===== config.mk =====
export PLATFORM = sky130hd
export DESIGN_NAME = hazard_ctrl
export DESIGN_NICKNAME = d
export VERILOG_FILES = /design/src/rtl/hazard_ctrl.sv
export SDC_FILE = /design/constraint.sdc
export NUM_CORES = 1
export LEC_CHECK = 0
export CAP_MARGIN = 30
export CORE_ASPECT_RATIO = 2
export CORE_MARGIN = 2
export CORE_UTILIZATION = 30
export DETAILED_ROUTE_END_ITERATION = 10
export PLACE_DENSITY_LB_ADDON = 0.2
export SYNTH_ARGS = -nofsm -noshare
export SYNTH_HDL_FRONTEND = slang
export SYNTH_SLANG_ARGS = --single-unit

===== constraint.sdc =====
create_clock -name clk -period 7.8 [get_ports clk]
set_input_delay 1.95 -clock clk [delete_from_list [all_inputs] [get_ports clk]]
set_output_delay 1.95 -clock clk [all_outputs]
set_load 0.01 [all_outputs]

===== src/rtl/hazard_ctrl.sv =====
// Pipeline hazard controller: stage Tnew tracking, D-stage stall/forward selects, mult/div busy window.
// Latency: stall and forward selects are combinational (0 cycles); stage records update 1 cycle after D presents an instruction.
// Backpressure: stall freezes PC and F/D and injects one bubble into E per stalled cycle; M and W always advance.
//
// Ports:
//   clk, reset                     rising-edge clock, asynchronous active-high reset
//   d_valid                        D holds a real instruction (0 = bubble)
//   d_rs, d_rt                     D source registers
//   d_tuse_rs, d_tuse_rt           cycles from D until each operand is consumed
//   d_dst, d_tnew                  D destination register and its Tnew as seen in E
//   d_md_op, d_md_use              mult/div start (01 mult, 10 div) and HI/LO-or-md usage
//   stall                          freeze request
//   fwd_rs_sel, fwd_rt_sel         D operand source: 0 regfile, 1 E, 2 M, 3 W
//   rege/regm/regw, tnew_e/m/w     stage destination registers and remaining Tnew
//   md_busy                        mult/div unit busy
module hazard_ctrl #(
    parameter int MULT_CYC = 5,
    parameter int DIV_CYC  = 10
) (
    input  logic       clk,
    input  logic       reset,
    input  logic       d_valid,
    input  logic [4:0] d_rs,
    input  logic [4:0] d_rt,
    input  logic [1:0] d_tuse_rs,
    input  logic [1:0] d_tuse_rt,
    input  logic [4:0] d_dst,
    input  logic [3:0] d_tnew,
    input  logic [1:0] d_md_op,
    input  logic       d_md_use,
    output logic       stall,
    output logic [1:0] fwd_rs_sel,
    output logic [1:0] fwd_rt_sel,
    output logic [4:0] rege,
    output logic [4:0] regm,
    output logic [4:0] regw,
    output logic [3:0] tnew_e,
    output logic [3:0] tnew_m,
    output logic [3:0] tnew_w,
    output logic       md_busy
);

    localparam logic [3:0] MULT_LOAD = 4'(MULT_CYC);
    localparam logic [3:0] DIV_LOAD  = 4'(DIV_CYC);

    logic [3:0] md_cnt;
    logic       data_stall;
    logic       md_stall;
    logic       md_load;

    function automatic logic [3:0] sat_dec(input logic [3:0] t);
        return (t == 4'd0) ? 4'd0 : t - 4'd1;
    endfunction

    // A source hazards when any stage writing it still needs more cycles
    // than the D instruction can wait before consuming the operand.
    function automatic logic src_hazard(
        input logic [4:0] s,
        input logic [1:0] tuse,
        input logic [4:0] re, input logic [3:0] te,
        input logic [4:0] rm, input logic [3:0] tm,
        input logic [4:0] rw, input logic [3:0] tw
    );
        logic [3:0] tu;
        tu = {2'b00, tuse};
        if (s == 5'd0) begin
            return 1'b0;
        end
        return ((s == re) && (te > tu)) ||
               ((s == rm) && (tm > tu)) ||
               ((s == rw) && (tw > tu));
    endfunction

    // The youngest stage holding s decides: ready result forwards from it,
    // a not-yet-ready one blocks older stages (the stall covers that case).
    function automatic logic [1:0] fwd_sel(
        input logic [4:0] s,
        input logic [4:0] re, input logic [3:0] te,
        input logic [4:0] rm, input logic [3:0] tm,
        input logic [4:0] rw, input logic [3:0] tw
    );
        if (s == 5'd0) begin
            return 2'd0;
        end
        if (s == re) begin
            return (te == 4'd0) ? 2'd1 : 2'd0;
        end
        if (s == rm) begin
            return (tm == 4'd0) ? 2'd2 : 2'd0;
        end
        if (s == rw) begin
            return (tw == 4'd0) ? 2'd3 : 2'd0;
        end
        return 2'd0;
    endfunction

    assign md_busy = (md_cnt != 4'd0);

    always_comb begin
        data_stall = 1'b0;
        md_stall   = 1'b0;
        if (d_valid) begin
            data_stall = src_hazard(d_rs, d_tuse_rs, rege, tnew_e, regm, tnew_m, regw, tnew_w) ||
                         src_hazard(d_rt, d_tuse_rt, rege, tnew_e, regm, tnew_m, regw, tnew_w);
            md_stall   = d_md_use && md_busy;
        end
    end

    assign stall = data_stall || md_stall;

    always_comb begin
        fwd_rs_sel = fwd_sel(d_rs, rege, tnew_e, regm, tnew_m, regw, tnew_w);
        fwd_rt_sel = fwd_sel(d_rt, rege, tnew_e, regm, tnew_m, regw, tnew_w);
    end

    // Only an instruction actually leaving D starts the mult/div window;
    // the reserved op code behaves as no operation.
    assign md_load = d_valid && !stall && ((d_md_op == 2'b01) || (d_md_op == 2'b10));

    always_ff @(posedge clk or posedge reset) begin
        if (reset) begin
            rege   <= 5'd0;
            tnew_e <= 4'd0;
            regm   <= 5'd0;
            tnew_m <= 4'd0;
            regw   <= 5'd0;
            tnew_w <= 4'd0;
        end else begin
            if (stall || !d_valid) begin
                rege   <= 5'd0;
                tnew_e <= 4'd0;
            end else begin
                rege   <= d_dst;
                tnew_e <= d_tnew;
            end
            regm   <= rege;
            tnew_m <= sat_dec(tnew_e);
            regw   <= regm;
            tnew_w <= sat_dec(tnew_m);
        end
    end

    always_ff @(posedge clk or posedge reset) begin
        if (reset) begin
            md_cnt <= 4'd0;
        end else if (md_load) begin
            md_cnt <= (d_md_op == 2'b01) ? MULT_LOAD : DIV_LOAD;
        end else if (md_cnt != 4'd0) begin
            md_cnt <= md_cnt - 4'd1;
        end
    end

endmodule


==> results.py <==
metrics = {
    "run_status": {
        "status": "completed",
    },
    "clock_tree": {
        "cts-root-buf": "clkbuf_16",
        "clk_latency_ns": 0.27,
        "cts_setup_buffers": 0,
        "htree_levels": 2,
        "numCtsBuffers": 5,
        "cts.sinks": 31,
        "clk_pin_slew_worst_paths_ns": 0.05,
        "cts_hold_buf": 0,
        "cts_buffer_depth": 2,
        "cts_resized": 0,
        "cts_tree": "built",
    },
    "logic_synthesis": {
        "ys_seq_area_frac": 0.402,
        "avgSynthCellArea_um2": 10.2,
        "syn_area_um2": 1930,
        "netlist.area_leader.share": 0.402,
        "syn_nets": 233,
        "postSynth.asyncResetShare": 1.00,
        "yosysWarnings": 0,
        "synth_edf_count": 0,
        "synthFlopType": "dfrtp_1",
        "synth.ff_latch_count": 31,
        "synth_top_area_cell": "dfrtp_1",
        "synth.area.top_cells": "dfrtp_1 40%, ha_1 9.7%, xnor2_1 8.2%",
        "yosysUniqueCellTypes": 29,
        "postSynthCellCount": 189,
        "synthTopCellsByCount": "31 x dfrtp_1, 18 x xnor2_1, 15 x ha_1",
        "synth_most_common_cell": "dfrtp_1",
    },
    "route": {
        "wl_um": 4940,
        "dr.pass1.iters": 4,
        "drtIter0Drc": 32,
        "vias_per_cell": 4.66,
        "post_drt_wl_per_cell_um": 14.3,
        "ant_nets": 0,
        "via_count": 1607,
        "drc": 0,
    },
    "setup_path": {
        "crit_path_end_kind": "output port",
        "crit_arrival_ns": 4.36,
        "r2r_end": "md_cnt[0]",
        "critical_path_peak_fanout": 5,
        "path_class": "in -> out",
        "worst_r2r_path_depth": 8,
        "worstPathCellList": "clkdlybuf4s50_1, or4_4, nor2_4, a21o_1, a2bb2oi_2, nand4_2, and2_2, clkdlybuf4s50_1",
        "r2r-start": "tnew_m[1]",
        "cp.required_ns": 5.85,
        "slowest_stage": "or4_4",
        "cp_common_cell": "clkdlybuf4s50_1",
        "crit_path_start_kind": "primary input",
        "slowest_delay_ns": 0.59,
        "cpLargestDelayFamily": "simple AND/OR/NAND/NOR gates",
        "ff2ff_setup_slack_ns": 5.39,
        "worst-path-buf-inv": 2,
    },
    "finish": {
        "fin_nets": 302,
        "diodes": 0,
        "area_growth_syn_to_layout_pct": 46.6,
        "drive_gt1_frac": 0.100,
    },
    "power_and_ir_drop": {
        "power_density_nw_per_um2": 240,
        "p_seq_frac": 0.328,
        "comb_power_share": 0.339,
        "internal-power_mw": 0.475,
        "peakVddDrop_uv": 131,
        "p_switching_mw": 0.204,
        "leakage_nw": 1.24,
        "clock_power_share": 0.333,
        "p_sw_frac": 0.301,
    },
    "floorplanning": {
        "die_area_um2": 7130,
        "die_w_um": 60.7,
        "rows": 41,
        "core_area_um2": 6260,
        "fp.dieH_um": 117,
        "io_pins": 62,
        "start_util": 0.308,
    },
    "hold_path": {
        "min_from": "rege[2]",
        "hold_end": "regm[2]",
        "min_path_cells": 0,
        "hold_path.class": "reg -> reg",
    },
    "timing": {
        "fin_crit_sh": 0.809,
        "max_clock_freq_mhz": 158,
        "slew_headroom": 0.565,
        "hold_viol": 0,
        "tns_ns": 0,
        "rsz0062_at_grt": "false",
        "setup_viol": 0,
        "tightest_slew_ns": 0.647,
        "period_minus_slack_ns": 6.31,
        "hold-worst-slack_ns": 0.472,
        "finClkSkew_ns": 0.00380,
        "slew_violations": 0,
    },
    "grt": {
        "grt_pass1_vias": 1599,
        "grt_max_degree": 32,
        "grt_use_total": 0.153,
        "met3_usage": 0.0265,
        "grt_util_met2": 0.270,
        "overflow": 0,
        "antenna_found_initial": 0,
        "grt_pass1_wl_um": 7980,
        "globalRouteMet1Util": 0.158,
        "top_usage_layer": "met2",
    },
    "place": {
        "dpl.hpwl_um": 4100,
        "gp_congestion": 0.788,
        "port_buffers": 61,
    },
    "flow_run": {
        "maxCapViolCount": 0,
    },
}
registers in the layout, indices dropped and copies added, names as in the netlist:
signal / cells
regw: 5
tnew_e: 4
tnew_w: 4
tnew_m: 4
rege: 5
md_cnt: 4
regm: 5
worst reg2reg max path, delay by kind of cell, from the launching register on:
| family | cells | cell delay (ns) |
|---|---|---|
| multiplexers | 1 | 0.33 |
| AND/OR/NAND/NOR | 3 | 0.60 |
| flip-flops | 1 | 0.52 |
| AO/OA/AOI/OAI | 3 | 0.54 |
| adder cells (fa/ha/maj) | 1 | 0.31 |
power by group through the flow:
stage | logic [mW] | clock network, mW | registers [mW]
5_1_grt | 0.255 | 0.237 | 0.228
3_5_place_dp | 0.234 | 0 | 0.226
6_report | 0.230 | 0.226 | 0.223
4_1_cts | 0.235 | 0.232 | 0.223
2_1_floorplan | 0.137 | 0 | 0.224
3_3_place_gp | 0.230 | 0 | 0.225
logic make-up (layout without fill, tap and decap cells):
kind of cell	count (synthesis)	in the layout	share of synthesized area
AOI/OAI and AO/OA	25	25	0.0908
xor gates and xnor gates	32	32	0.145
adders and majority gates	15	15	0.0973
buffers and inverters	11	81	0.0214
DFF	31	31	0.402
muxes	6	6	0.0363
and+or+nand+nor	69	69	0.207
layout by cell type, fill, tap and decap left out, drive strengths merged, types with 9 or more instances in the layout:
cell           netlist  final
and2                11     11
xor2                14     14
xnor2               18     18
nor3                14     14
ha                  15     15
nor2                13     13
o21ai                9      9
inv                 11     11
dfrtp               31     31
nand2               11     11
clkdlybuf4s50        0     61
worst max-delay path by stage:
stage | from | to | slack (ns) | cells after the start
2_1_floorplan | d_tuse_rs[1] | stall | 2.60 | 8
5_1_grt | d_rt[4] | stall | 1.39 | 8
3_3_place_gp | d_rt[4] | stall | 1.50 | 8
3_5_place_dp | d_rs[1] | stall | 1.48 | 8
6_report | d_rt[4] | stall | 1.49 | 8
4_1_cts | d_rt[4] | stall | 1.48 | 8
layer usage:
| layer | wire, um | vias to the layer above | part of all wire |
|---|---|---|---|
| li1 | - | 785 | - |
| met1 | 1810 | 765 | 0.37 |
| met2 | 2760 | 45 | 0.56 |
| met3 | 190 | 12 | 0.038 |
| met4 | 179 | 0 | 0.036 |
| met5 | 0 | - | 0 |
metrics by stage:
stage	setup slack (ns)	instances	utilization	area [um^2]	power, mW
2_1_floorplan	2.60	189	-	1930	0.362
3_3_place_gp	1.50	337	0.424	2660	0.456
3_5_place_dp	1.48	337	0.424	2660	0.460
4_1_cts	1.48	345	0.452	2830	0.690
5_1_grt	1.39	345	0.452	2830	0.721
6_report	1.49	345	0.452	2830	0.679
cell type report:
class	count	area [um^2]
Clock buffer	6	139
Clock inverter	2	35.0
Fill cell	643	3430
Inverter	11	41.3
Tap cell	86	108
Multi-Input combinational cell	147	1110
Sequential cell	31	776
Timing Repair Buffer	62	618
(Power assumes the default switching activity.)
